`src/rtl/mips_pkg.sv`:
```
// mips_pkg: shared types and encodings for the multicycle MIPS control path.
//   state_t      main controller FSM states
//   OP_*         instr[31:26] opcodes recognised by the controller
//   ALUOP_*      2-bit ALUOp handed to the ALU control decoder
//   ALUB_*       alu_src_b mux encodings
//   PCSRC_*      pc_src mux encodings
//   is_mem_state states that wait on the memory ready handshake
package mips_pkg;

  typedef enum logic [3:0] {
    IDLE    = 4'd0,
    FETCH   = 4'd1,
    DECODE  = 4'd2,
    MEMADR  = 4'd3,
    MEMRD   = 4'd4,
    MEMWB   = 4'd5,
    MEMWR   = 4'd6,
    RTYPEEX = 4'd7,
    RTYPEWB = 4'd8,
    BEQEX   = 4'd9,
    JEX     = 4'd10,
    ADDIEX  = 4'd11,
    ADDIWB  = 4'd12
  } state_t;

  localparam logic [5:0] OP_RTYPE = 6'h00;
  localparam logic [5:0] OP_J     = 6'h02;
  localparam logic [5:0] OP_BEQ   = 6'h04;
  localparam logic [5:0] OP_ADDI  = 6'h08;
  localparam logic [5:0] OP_LW    = 6'h23;
  localparam logic [5:0] OP_SW    = 6'h2B;

  localparam logic [1:0] ALUOP_ADD   = 2'b00;
  localparam logic [1:0] ALUOP_SUB   = 2'b01;
  localparam logic [1:0] ALUOP_FUNCT = 2'b10;

  localparam logic [1:0] ALUB_B       = 2'b00;
  localparam logic [1:0] ALUB_FOUR    = 2'b01;
  localparam logic [1:0] ALUB_IMM     = 2'b10;
  localparam logic [1:0] ALUB_IMM_SH2 = 2'b11;

  localparam logic [1:0] PCSRC_ALU    = 2'b00;
  localparam logic [1:0] PCSRC_ALUOUT = 2'b01;
  localparam logic [1:0] PCSRC_JUMP   = 2'b10;

  function automatic logic is_mem_state(input state_t s);
    return (s == FETCH) || (s == MEMRD) || (s == MEMWR);
  endfunction

endpackage

```
`src/rtl/mc_main_ctrl_if.sv`:
```
// mc_main_ctrl_if: bundle between the main controller and the datapath/memory.
//   opcode, mem_ready          datapath -> controller
//   iord .. mem_timeout        controller -> datapath (selects, enables, status pulses)
// Modports: master = controller side, slave = datapath side.
interface mc_main_ctrl_if;
  logic [5:0] opcode;
  logic       mem_ready;
  logic       iord;
  logic       mem_read;
  logic       mem_write;
  logic       ir_write;
  logic       reg_dst;
  logic       mem_to_reg;
  logic       reg_write;
  logic       alu_src_a;
  logic [1:0] alu_src_b;
  logic [1:0] alu_op;
  logic [1:0] pc_src;
  logic       pc_write;
  logic       branch;
  logic       illegal_op;
  logic       mem_timeout;

  modport master (
    input  opcode, mem_ready,
    output iord, mem_read, mem_write, ir_write, reg_dst, mem_to_reg, reg_write,
           alu_src_a, alu_src_b, alu_op, pc_src, pc_write, branch, illegal_op, mem_timeout
  );

  modport slave (
    output opcode, mem_ready,
    input  iord, mem_read, mem_write, ir_write, reg_dst, mem_to_reg, reg_write,
           alu_src_a, alu_src_b, alu_op, pc_src, pc_write, branch, illegal_op, mem_timeout
  );
endinterface

```
`src/rtl/mc_mem_wait_timer.sv`:
```
// mc_mem_wait_timer: counts wait cycles of a memory access and flags a timeout.
//   clk, rst_n    clock, async active-low reset
//   in_mem_state  controller is in a state waiting on mem_ready
//   mem_ready     memory completes the access this cycle
//   expire        combinational: limit reached with mem_ready still low
// MEM_TIMEOUT = 0 disables expiry; the counter still runs and saturates.
module mc_mem_wait_timer #(
  parameter int unsigned MEM_TIMEOUT = 16
) (
  input  logic clk,
  input  logic rst_n,
  input  logic in_mem_state,
  input  logic mem_ready,
  output logic expire
);

  localparam int unsigned CW      = (MEM_TIMEOUT == 0) ? 1 : $clog2(MEM_TIMEOUT + 1);
  localparam int unsigned LIMIT_I = (MEM_TIMEOUT > 0) ? MEM_TIMEOUT - 1 : 0;
  localparam logic [CW-1:0] LIMIT   = LIMIT_I[CW-1:0];
  localparam logic [CW-1:0] CNT_MAX = '1;
  localparam bit TO_EN = (MEM_TIMEOUT > 0);

  logic [CW-1:0] cnt;

  always_comb begin
    expire = 1'b0;
    if (TO_EN)
      expire = in_mem_state && !mem_ready && (cnt == LIMIT);
  end

  // Leaving a memory state only happens via mem_ready or an abort, so clearing
  // on those (and outside memory states) covers every state change, including
  // the FETCH -> FETCH restart after a timeout.
  always_ff @(posedge clk or negedge rst_n) begin
    if (!rst_n)
      cnt <= '0;
    else if (!in_mem_state || mem_ready || expire)
      cnt <= '0;
    else if (cnt != CNT_MAX)
      cnt <= cnt + 1'b1;
  end

endmodule

```
`src/rtl/mc_main_ctrl.sv`:
```
// mc_main_ctrl: main control FSM of the multicycle MIPS core.
//   clk, rst_n  core clock, async active-low reset
//   bus         mc_main_ctrl_if.master: opcode/mem_ready in; mux selects,
//               write enables, alu_op and illegal_op/mem_timeout pulses out
// Parameter MEM_TIMEOUT: max wait cycles on mem_ready (0 = no timeout).
// Macro MC_MAIN_CTRL_ADDI_EN: adds the addi path (ADDIEX -> ADDIWB); without
// it opcode 0x08 is reported as illegal.
module mc_main_ctrl
  import mips_pkg::*;
#(
  parameter int unsigned MEM_TIMEOUT = 16
) (
  input  logic           clk,
  input  logic           rst_n,
  mc_main_ctrl_if.master bus
);

  state_t state, state_nxt;
  logic   expire;
  logic   dec_illegal;
  logic   illegal_q;
  logic   timeout_q;

  mc_mem_wait_timer #(.MEM_TIMEOUT(MEM_TIMEOUT)) u_timer (
    .clk          (clk),
    .rst_n        (rst_n),
    .in_mem_state (is_mem_state(state)),
    .mem_ready    (bus.mem_ready),
    .expire       (expire)
  );

  always_comb begin
    state_nxt   = state;
    dec_illegal = 1'b0;
    case (state)
      IDLE:   state_nxt = FETCH;
      FETCH:  if (bus.mem_ready) state_nxt = DECODE;
              else if (expire)   state_nxt = FETCH;
      DECODE: begin
        case (bus.opcode)
          OP_LW, OP_SW: state_nxt = MEMADR;
          OP_RTYPE:     state_nxt = RTYPEEX;
          OP_BEQ:       state_nxt = BEQEX;
          OP_J:         state_nxt = JEX;
`ifdef MC_MAIN_CTRL_ADDI_EN
          OP_ADDI:      state_nxt = ADDIEX;
`endif
          default: begin
            state_nxt   = FETCH;
            dec_illegal = 1'b1;
          end
        endcase
      end
      MEMADR:  state_nxt = (bus.opcode == OP_SW) ? MEMWR : MEMRD;
      MEMRD:   if (bus.mem_ready) state_nxt = MEMWB;
               else if (expire)   state_nxt = FETCH;
      MEMWB:   state_nxt = FETCH;
      MEMWR:   if (bus.mem_ready || expire) state_nxt = FETCH;
      RTYPEEX: state_nxt = RTYPEWB;
      RTYPEWB: state_nxt = FETCH;
      BEQEX:   state_nxt = FETCH;
      JEX:     state_nxt = FETCH;
`ifdef MC_MAIN_CTRL_ADDI_EN
      ADDIEX:  state_nxt = ADDIWB;
      ADDIWB:  state_nxt = FETCH;
`endif
      default: state_nxt = FETCH;
    endcase
  end

  always_ff @(posedge clk or negedge rst_n) begin
    if (!rst_n) begin
      state     <= IDLE;
      illegal_q <= 1'b0;
      timeout_q <= 1'b0;
    end else begin
      state     <= state_nxt;
      illegal_q <= dec_illegal;
      timeout_q <= expire;
    end
  end

  // Moore decode; only FETCH's ir_write/pc_write look at mem_ready, which also
  // keeps them low on a timed-out fetch.
  always_comb begin
    bus.iord       = 1'b0;
    bus.mem_read   = 1'b0;
    bus.mem_write  = 1'b0;
    bus.ir_write   = 1'b0;
    bus.reg_dst    = 1'b0;
    bus.mem_to_reg = 1'b0;
    bus.reg_write  = 1'b0;
    bus.alu_src_a  = 1'b0;
    bus.alu_src_b  = ALUB_B;
    bus.alu_op     = ALUOP_ADD;
    bus.pc_src     = PCSRC_ALU;
    bus.pc_write   = 1'b0;
    bus.branch     = 1'b0;
    case (state)
      FETCH: begin
        bus.mem_read  = 1'b1;
        bus.alu_src_b = ALUB_FOUR;
        bus.ir_write  = bus.mem_ready;
        bus.pc_write  = bus.mem_ready;
      end
      DECODE:  bus.alu_src_b = ALUB_IMM_SH2;
      MEMADR: begin
        bus.alu_src_a = 1'b1;
        bus.alu_src_b = ALUB_IMM;
      end
      MEMRD: begin
        bus.mem_read = 1'b1;
        bus.iord     = 1'b1;
      end
      MEMWB: begin
        bus.reg_write  = 1'b1;
        bus.mem_to_reg = 1'b1;
      end
      MEMWR: begin
        bus.mem_write = 1'b1;
        bus.iord      = 1'b1;
      end
      RTYPEEX: begin
        bus.alu_src_a = 1'b1;
        bus.alu_op    = ALUOP_FUNCT;
      end
      RTYPEWB: begin
        bus.reg_write = 1'b1;
        bus.reg_dst   = 1'b1;
      end
      BEQEX: begin
        bus.alu_src_a = 1'b1;
        bus.alu_op    = ALUOP_SUB;
        bus.pc_src    = PCSRC_ALUOUT;
        bus.branch    = 1'b1;
      end
      JEX: begin
        bus.pc_src   = PCSRC_JUMP;
        bus.pc_write = 1'b1;
      end
`ifdef MC_MAIN_CTRL_ADDI_EN
      ADDIEX: begin
        bus.alu_src_a = 1'b1;
        bus.alu_src_b = ALUB_IMM;
      end
      ADDIWB:  bus.reg_write = 1'b1;
`endif
      default: ;
    endcase
  end

  assign bus.illegal_op  = illegal_q;
  assign bus.mem_timeout = timeout_q;

endmodule

```
`src/flat_wrapper.sv`:
```
// flat-port wrapper written by rule: the top's interface ports become plain ports
module mc_main_ctrl_flat import mips_pkg::*;
#(
  parameter int unsigned MEM_TIMEOUT = 16
)
  (clk, rst_n, bus_opcode, bus_mem_ready, bus_iord, bus_mem_read, bus_mem_write, bus_ir_write, bus_reg_dst, bus_mem_to_reg, bus_reg_write, bus_alu_src_a, bus_alu_src_b, bus_alu_op, bus_pc_src, bus_pc_write, bus_branch, bus_illegal_op, bus_mem_timeout);
  mc_main_ctrl_if bus_i ();
  input  logic clk;
  input  logic rst_n;
  input wire logic [$bits(bus_i.opcode)-1:0] bus_opcode;
  input wire logic [$bits(bus_i.mem_ready)-1:0] bus_mem_ready;
  output wire logic [$bits(bus_i.iord)-1:0] bus_iord;
  output wire logic [$bits(bus_i.mem_read)-1:0] bus_mem_read;
  output wire logic [$bits(bus_i.mem_write)-1:0] bus_mem_write;
  output wire logic [$bits(bus_i.ir_write)-1:0] bus_ir_write;
  output wire logic [$bits(bus_i.reg_dst)-1:0] bus_reg_dst;
  output wire logic [$bits(bus_i.mem_to_reg)-1:0] bus_mem_to_reg;
  output wire logic [$bits(bus_i.reg_write)-1:0] bus_reg_write;
  output wire logic [$bits(bus_i.alu_src_a)-1:0] bus_alu_src_a;
  output wire logic [$bits(bus_i.alu_src_b)-1:0] bus_alu_src_b;
  output wire logic [$bits(bus_i.alu_op)-1:0] bus_alu_op;
  output wire logic [$bits(bus_i.pc_src)-1:0] bus_pc_src;
  output wire logic [$bits(bus_i.pc_write)-1:0] bus_pc_write;
  output wire logic [$bits(bus_i.branch)-1:0] bus_branch;
  output wire logic [$bits(bus_i.illegal_op)-1:0] bus_illegal_op;
  output wire logic [$bits(bus_i.mem_timeout)-1:0] bus_mem_timeout;
  assign bus_i.opcode = bus_opcode;
  assign bus_i.mem_ready = bus_mem_ready;
  assign bus_iord = bus_i.iord;
  assign bus_mem_read = bus_i.mem_read;
  assign bus_mem_write = bus_i.mem_write;
  assign bus_ir_write = bus_i.ir_write;
  assign bus_reg_dst = bus_i.reg_dst;
  assign bus_mem_to_reg = bus_i.mem_to_reg;
  assign bus_reg_write = bus_i.reg_write;
  assign bus_alu_src_a = bus_i.alu_src_a;
  assign bus_alu_src_b = bus_i.alu_src_b;
  assign bus_alu_op = bus_i.alu_op;
  assign bus_pc_src = bus_i.pc_src;
  assign bus_pc_write = bus_i.pc_write;
  assign bus_branch = bus_i.branch;
  assign bus_illegal_op = bus_i.illegal_op;
  assign bus_mem_timeout = bus_i.mem_timeout;
  mc_main_ctrl #(.MEM_TIMEOUT(MEM_TIMEOUT)) u_core (.clk(clk), .rst_n(rst_n), .bus(bus_i));
endmodule
```
`config.mk`:
```
export PLATFORM = sky130hd
export DESIGN_NAME = mc_main_ctrl_flat
export DESIGN_NICKNAME = d
export VERILOG_FILES = /design/src/rtl/mips_pkg.sv /design/src/rtl/mc_main_ctrl_if.sv /design/src/rtl/mc_mem_wait_timer.sv /design/src/rtl/mc_main_ctrl.sv /design/src/flat_wrapper.sv
export SDC_FILE = /design/constraint.sdc
export NUM_CORES = 1
export LEC_CHECK = 0
export CAP_MARGIN = 10
export CORE_MARGIN = 5
export CORE_UTILIZATION = 55
export DETAILED_ROUTE_END_ITERATION = 12
export DONT_BUFFER_PORTS = 1
export GPL_TIMING_DRIVEN = 0
export MAX_ROUTING_LAYER = met4
export PLACE_DENSITY_LB_ADDON = 0.2
export SYNTH_ARGS = -nofsm -noshare
export SYNTH_HDL_FRONTEND = slang
export SYNTH_HIERARCHICAL = 1
export SYNTH_SLANG_ARGS = --single-unit
```
`constraint.sdc`:
```
create_clock -name clk -period 2.6 [get_ports clk]
set_input_delay 0.39 -clock clk [delete_from_list [all_inputs] [get_ports clk]]
set_output_delay 0.39 -clock clk [all_outputs]
set_load 0.005 [all_outputs]
```
== Word level (Yosys, flattened, before mapping) ==
Index checks and enable logic that the tools add are counted.

* Word-level logic and storage cells: 63
* Bits of input ports: 9
* Output and inout port bits: 18
* Register bits after elaboration: 11

* Add/subtract/negate cells: 1
* Mux-type cells: 24
* Reduce and logical (&&, ||, !) cells: 17
* Equality and inequality tests: 17

{| class="wikitable"
|+ Operators with widths
! cell !! count
|-
| one-hot mux 4 bit (6 select lines) || 1
|-
| equality test 4 x 3 -> 1 bit, second input constant || 4
|-
| two-way mux 4 bit || 4
|-
| one-hot mux 4 bit (4 select lines) || 1
|-
| equality test 4 bit, second input constant || 3
|-
| equality test 6 bit, second input constant || 2
|-
| two-way mux 1 bit || 11
|-
| two-way mux 5 bit || 2
|-
| equality test 4 x 2 -> 1 bit, second input constant || 2
|-
| one-hot mux 2 bit (2 select lines) || 2
|-
| OR reduction 2 bit || 4
|-
| equality test 6 x 2 -> 1 bit, second input constant || 1
|-
| equality test 6 x 3 -> 1 bit, second input constant || 1
|-
| logical NOT 6 bit || 1
|-
| one-hot mux 2 bit (3 select lines) || 1
|-
| adder 5 x 1 -> 5 bit, second input constant || 1
|-
| equality test 5 x 4 -> 1 bit, second input constant || 1
|-
| logical OR 1 bit || 5
|-
| != test 5 bit, second input constant || 1
|-
| OR reduction 5 bit || 1
|-
| equality test 4 x 1 -> 1 bit, second input constant || 1
|-
| OR reduction 3 bit || 1
|-
| logical AND 1 bit || 2
|-
| logical NOT 1 bit || 2
|-
| 4 further kinds || 4
|}

== Logic depth before layout (Yosys ltp) ==
Gate-level depths: netlist (run 1).

* Word-level depth: 8
* Mapped depth: 8
* Gate-level depth less buffers: 7

== Hierarchy ==
Netlist (run 1), hierarchy kept.

{| class="wikitable"
|+ By module, submodules not included
! module !! area each (sq um) !! instances !! sequential area each (sq um) !! cells an instance
|-
| mc_main_ctrl || 586.8 || 1 || 150.1 || 68
|-
| mc_mem_wait_timer || 272.8 || 1 || 125.1 || 25
|}

== Worst setup path before layout (run 1) ==
Ideal clock, no wire load.

* Path type: register to register
* Start: reg u_core.state[2]
* End: reg u_core.state[0]
* Library setup time: 0.131 ns
* Required time: 2.469 ns
* Arrival time: 1.877 ns
* Path buffers: 1
* Period minus slack after synthesis: 2.008 ns
* Cell stages (with the launch flop): 9
* Path slack: 0.592 ns
* Path through: dfrtp_1 > buf_6 > nor2b_1 > o21ba_2 > nor2_1 > and3b_2 > or4b_1 > o221ai_2 > a22oi_2

* Cells in the longest elaborated chain, start to end: 8
* Elaborated cells between the ends (all ways): 16
* Those cells by class: 7 x eq/ne; 4 x mux; 5 x reduce/logical

{| class="wikitable"
|+ Ends and longest elaborated chain
! what !! RTL line !! RTL
|-
| start: declaration || mc_main_ctrl.sv:18 || <nowiki>state_t state, state_nxt;</nowiki>
|-
| start signal: assignment || mc_main_ctrl.sv:77 || <nowiki>state <= state_nxt;</nowiki>
|-
| equality test 4 x 1 -> 1 bit or equality test 4 x 3 -> 1 bit (tied branches) || mips_pkg.sv:47 || <nowiki>return (s == FETCH) || (s == MEMRD) || (s == MEMWR);</nowiki>
|-
| logical OR 1 bit || mips_pkg.sv:47 ||
|-
| logical OR 1 bit * || mips_pkg.sv:47 ||
|-
| logical AND 1 bit * (2 in a row) || mc_mem_wait_timer.sv:28 || <nowiki>expire = in_mem_state && !mem_ready && (cnt == LIMIT);</nowiki>
|-
| net u_core.expire || mc_main_ctrl.sv:19 || <nowiki>logic expire;</nowiki>
|-
| two-way mux 4 bit || - ||
|-
| two-way mux 4 bit, on equally long branches || - ||
|-
| one-hot mux 4 bit (6 select lines) || mc_main_ctrl.sv:35 || <nowiki>case (state)</nowiki>
|}

Mark *: on every way through the listed nets, which the timed path passes. The rest lies on a longest branch.
A chain may end at the register's enable or synchronous reset.

== Worst setup path after layout (run 1) ==
Ends and elaborated chain as after synthesis.

==> results of run 1 <==
[metal layers]
| metal | part of all wire | global-route usage | up-vias |
|---|---|---|---|
| met4 | 0.0028 | 0.0131 | 0 |
| met5 | 0 | - | - |
| met1 | 0.45 | 0.206 | 331 |
| met3 | 0.081 | 0.0753 | 2 |
| li1 | - | - | 348 |
| met2 | 0.47 | 0.244 | 18 |
[cells by family (layout without fill, tap and decap cells)]
kind of cell,after synthesis,in the layout
AND/OR/NAND/NOR,46,46
AO/OA/AOI/OAI,17,17
flip-flops,11,11
buffers and inverters,7,12
XOR/XNOR,5,5
multiplexers,4,4
adder cells (fa/ha/maj),3,3
[layout by cell type, fill, tap and decap left out, types with 3 or more instances in the layout]
cell type   n
clkbuf_4    3
nor2_1     21
a21oi_1     3
nand2_1     3
ha_1        3
xnor2_1     3
nor3_1      3
dfrtp_1    11
[stage by stage]
stage                     cell area, um^2  std cells
after global placement                880        109
after floorplan                       860         93
after detailed placement              880        109
after global routing                  916        114
final                                 916        114
after CTS                             916        114
[cell type report]
cell class / count / area share
well taps: 16 / 0.0219
clock buffers: 4 / 0.0287
plain buffers: 5 / 0.0464
inverters: 2 / 0.00820
repair buffers: 1 / 0.0109
flip-flops and latches: 11 / 0.301
multi-input cells: 75 / 0.583
[registers in the layout, summed over array words and instances, names as in the netlist]
name / cells
u_core/state: 4
u_core/u_timer/cnt: 5
u_core/bus.mem_timeout: 1
u_core/bus.illegal_op: 1
[critical path, stage by stage, from the launching register on]
cell	delay, ps
dfrtp_1	440
buf_6	170
nor2b_1	150
o21ba_2	240
nor2_1	40
and3b_2	230
or4b_1	490
o221ai_2	190
a22oi_2	60
[where the power goes]
part	total (mW)	switching, mW	internal, mW
clock network	0.112	0.0527	0.0592
logic	0.471	0.247	0.224
registers	0.268	0.0552	0.212
total	0.851	0.355	0.496
[synthesized netlist by cell type, drive strengths merged]
master | count | area [um^2]
nor2 | 21 | 78.8
dfrtp | 11 | 275
buf | 5 | 42.5
a21oi | 3 | 15.0
ha | 3 | 37.5
nand2 | 3 | 11.3
nand2b | 3 | 21.3
nor3 | 3 | 15.0
xnor2 | 3 | 26.3
a31oi | 2 | 12.5
inv | 2 | 7.51
mux2 | 2 | 22.5
mux2i | 2 | 20.0
nor2b | 2 | 12.5
nor4b | 2 | 32.5
nor4bb | 2 | 20.0
o21ai | 2 | 10.0
o32ai | 2 | 17.5
or4b | 2 | 20.0
xor2 | 2 | 17.5
a211oi | 1 | 7.51
a21boi | 1 | 7.51
a22oi | 1 | 12.5
a2bb2oi | 1 | 8.76
a31o | 1 | 8.76
and3 | 1 | 6.26
and3b | 1 | 10.0
nand3 | 1 | 5.00
nand4b | 1 | 8.76
nor3b | 1 | 12.5
o21ba | 1 | 10.0
o221ai | 1 | 15.0
o22ai | 1 | 6.26
or2b | 1 | 7.51
or3 | 1 | 6.26
or3b | 1 | 11.3
[how the worst max path moves through the flow]
| stage | start | endpoint | slack, ps | cells past startpoint |
|---|---|---|---|---|
| 3_3_place_gp | u_core/state[2] | u_core/state[0] | 490 | 8 |
| 2_1_floorplan | u_core/state[2] | u_core/state[0] | 590 | 8 |
| 5_1_grt | u_core/state[2] | u_core/state[0] | 380 | 8 |
| 3_5_place_dp | u_core/state[2] | u_core/state[0] | 480 | 8 |
| 6_report | u_core/state[2] | u_core/state[0] | 480 | 8 |
| 4_1_cts | u_core/state[2] | u_core/state[0] | 480 | 8 |
==> results.cfg, run 1 <==
[outcome]
status = complete, no violations

[setup_path]
r2r_end = u_core/state[0]
rr_worst_depth = 8
startpoint_type = flop
cp-end-kind = flop
cp.arrival_ps = 2270
crit_fanout = 10
required_ps = 2750
reg2reg_slack_ps = 480
crit_type = flop to flop
timing.rr.start = u_core/state[2]

[timing]
worst_pin_slew_ps = 486
worst_clock_skew_ps = 7.42
hold_ws_ps = 239
rsz0062_at_grt = no
finalWorstSetupSlack_ps = 475
hold_viol_final = 0
period_share = 0.817
fin_crit_ps = 2120
finalSetupViolations = 0
drv_slew = 0
slew_headroom = 0.675
finalSetupTns_ps = 0
timing.fmax_mhz = 471

[worst_hold_path]
min_from = bus_opcode[1]
hold_depth = 1
min_to = u_core/state[2]
holdCritPathClass = input pin to flop

[clocking]
numCtsBuffers = 3
cts_root_buf = clkbuf_4
cts_resized = 0
cts_max_path_buffers = 2
cts_tree = built
insertion_delay_ps = 260
clk_pin_slew_ps = 70
cts_hold_buf = 1
cts.sinks = 11
htreeDepth = 1
cts_setup_buffers = 0

[floorplanning]
die_x_um = 49.5
coreArea_um2 = 1490
fp.dieArea_um2 = 2450
die_y_um = 49.5
rows = 14
io_pins = 27
initial_utilization = 0.577

[drt]
wl_mm = 1.78
post_drt_via_cell_ratio = 6.13
drt-initial-drc-count = 12
ant_nets = 0
drt_first_pass_iters = 3
drt-wirelength-per-cell_um = 15.6
num_vias = 699
drc = 0

[power]
leakagePower_nw = 0.392
ir_worst_vdd_v = 0.000443
power.total_uw = 851
power_density_nw_per_um2 = 929

[cells_and_area]
synthToLayoutAreaGrowth_pct = 6.55
final_core_util = 0.615
diodes = 0
multiInputGateArea_um2 = 534
nets = 111
layout-drive-gt1-share = 0.194
regArea_um2 = 275
nFillCells = 128

[yosys]
synth_top_family_by_area = simple AND/OR/NAND/NOR gates
synth-simple-area-share = 0.325
synthAdderAreaFrac = 0.0437
syn_nets = 105
synth_area_um2 = 860
synth_compound_area_frac = 0.153
synth.mux.area_fraction = 0.0495
syn-instance-count = 93
ys_seq_area_frac = 0.320
ys.warnings.count = 6
postSynthAreaPerCell_um2 = 9.24
synthXorXnorAreaFrac = 0.0509
ys_ff_latch = 11
ys_types = 40

[flow_run]
maxCapViolCount = 0

[global_route]
grt_overflow = 0
track_usage = 0.161
antenna_found_initial = 0
grt_pass1_vias = 718
grt_pass1_wl_mm = 3.08
grt_max_degree = 12

[placed_design]
gp_congestion = 0.814
pre_cts_ws_ps = 477
portBuffers = 0
place_hpwl_mm = 1.41
Power figures use the tool's default switching activity.
==> run 2: changes to the inputs <==
--- a/config.mk
+++ b/config.mk
@@ -7,7 +7,7 @@
 export LEC_CHECK = 0
 export CAP_MARGIN = 10
 export CORE_MARGIN = 5
-export CORE_UTILIZATION = 55
+export CORE_UTILIZATION = 54
 export DETAILED_ROUTE_END_ITERATION = 12
 export DONT_BUFFER_PORTS = 1
 export GPL_TIMING_DRIVEN = 0
==> constraint.sdc (replaced) <==
create_clock -name clk -period 1.9 [get_ports clk]
set_input_delay 0.285 -clock clk [delete_from_list [all_inputs] [get_ports clk]]
set_output_delay 0.285 -clock clk [all_outputs]
set_load 0.005 [all_outputs]
==> results.cfg, run 2 (synthesized netlist as in run 1, its figures left out) <==
[outcome]
status = finished, violations left
failed_checks = negative setup slack

[cells_and_area]
final_area_um2 = 1050
instances_no_fill = 123
nFillCells = 123
diodes = 0
final_common_cell = nor2_1
final_cell_mix = 20 x nor2_1, 11 x buf_4, 9 x dfrtp_1
top_register = u_core/u_timer/cnt
synthToLayoutAreaGrowth_pct = 22.3
top_regs = u_core/u_timer/cnt (5), u_core/state (4)
largest_register_ffs = 5
final_core_util = 0.698
nets = 120
layout-drive-gt1-share = 0.355

[setup_path]
cp-end-kind = flop
timing.rr.start = u_core/u_timer/cnt[1]
startpoint_type = flop
required_ps = 2040
reg2reg_slack_ps = -120
r2r_end = u_core/state[0]
rr_worst_depth = 7
crit_type = flop to flop
cp.arrival_ps = 2160
crit_fanout = 2

[floorplanning]
io_pins = 27
rows = 14
die_x_um = 49.9
initial_utilization = 0.571
coreArea_um2 = 1510
die_y_um = 49.9
fp.dieArea_um2 = 2490

[placed_design]
placedCellCount = 109
gp_congestion = 0.832
portBuffers = 0
place_area_um2 = 880
place_hpwl_mm = 1.38

[worst_hold_path]
min_from = bus_opcode[1]
min_to = u_core/state[2]
holdCritPathClass = input pin to flop
hold_depth = 1

[power]
power.total_mw = 1.40
ir_worst_vdd_v = 0.000802
power_density_nw_per_um2 = 1330
leakagePower_nw = 0.444

[timing]
period_share = 1.06
worst_clock_skew_ps = 5.48
drv_slew = 0
finalSetupViolations = 1
hold_viol_final = 0
worst_pin_slew_ps = 495
fin_crit_ps = 2020
timing.fmax_mhz = 496
finalWorstSetupSlack_ps = -116
slew_headroom = 0.669
finalSetupTns_ps = -116
rsz0062_at_grt = yes

[clocking]
cts_max_path_buffers = 2
clk_pin_slew_ps = 70
cts.sinks = 11
htreeDepth = 1
cts_tree = built
insertion_delay_ps = 270
numCtsBuffers = 3
cts_root_buf = clkbuf_4

[global_route]
grt_pass1_wl_mm = 3.46
grt_pass1_vias = 749
antenna_found_initial = 0
track_usage = 0.187
grt_max_degree = 12
grt_overflow = 0

[drt]
dr_wl_met2_um = 936
wl_met1_um = 890
ant_nets = 0
drt-initial-drc-count = 12
drt_first_pass_iters = 4
drc = 0
route.met3.wl_um = 182
highest_layer = met4
post_drt_via_cell_ratio = 6.20
wl_mm = 2.07
drt-wirelength-per-cell_um = 16.8
num_vias = 763

[flow_run]
maxCapViolCount = 0
[run 2: cell types whose count changed in the layout (fill, tap and decap cells not counted), moves of 2 or more]
cell     delta
buf_4       +9
dfrtp_1     -2
dfrtp_2     +2
ha_1        -2
[run 2: worst max path at each step]
stage / start / end / slack (ps) / cells after the start
after CTS: u_core/u_timer/cnt[1] / u_core/state[0] / -100 / 7
after global placement: u_core/state[2] / u_core/state[0] / -220 / 8
final: u_core/u_timer/cnt[1] / u_core/state[0] / -120 / 7
after detailed placement: u_core/state[2] / u_core/state[0] / -230 / 8
after floorplan: u_core/state[2] / u_core/state[0] / -110 / 8
after global routing: u_core/u_timer/cnt[1] / u_core/state[0] / -180 / 7
[run 2: layout make-up]
type,instances,area [um^2],share of cell area
clock buffer,4,26.3,0.0250
timing repair buffer,10,77.6,0.0738
multi-input combinational,75,599,0.570
sequential,11,278,0.264
buffer,5,42.5,0.0405
inverter,2,7.51,0.00714
tap,16,20.0,0.0190
[run 2: critical path, cell delays in order, from the launching register on]
cell and delay, ps:
dfrtp_1 390, ha_2 190, and3_4 190, ha_4 150
and3b_2 210, or4b_4 510, o221ai_4 190, a22oi_2 70
[run 2: power by group]
| group | switching (mW) | internal [mW] |
|---|---|---|
| Combinational | 0.444 | 0.457 |
| Clock | 0.0739 | 0.0812 |
| Sequential | 0.0510 | 0.295 |
| Total | 0.569 | 0.832 |
[run 2: routing by layer]
| layer | up-vias | GRT usage |
|---|---|---|
| met1 | 359 | 0.220 |
| met4 | 0 | 0.0568 |
| li1 | 367 | - |
| met2 | 29 | 0.273 |
| met3 | 8 | 0.0994 |
| met5 | - | - |
[run 2: repair_timing]
item,CTS,global route
setup endpoints to repair,2,3
hold buffers,1,0
setup buffers,7,2
pin swaps,4,4
endpoints found under the hold margin,11,0
gates resized for setup,11,3
[run 2: stage by stage]
step | worst slack (ps) | hold slack, ps
3_3_place_gp | -215 | -10.3
5_1_grt | -177 | 109
4_1_cts | -98.3 | 119
2_1_floorplan | -108 | -10.6
3_5_place_dp | -233 | -10.3
6_report | -116 | 126
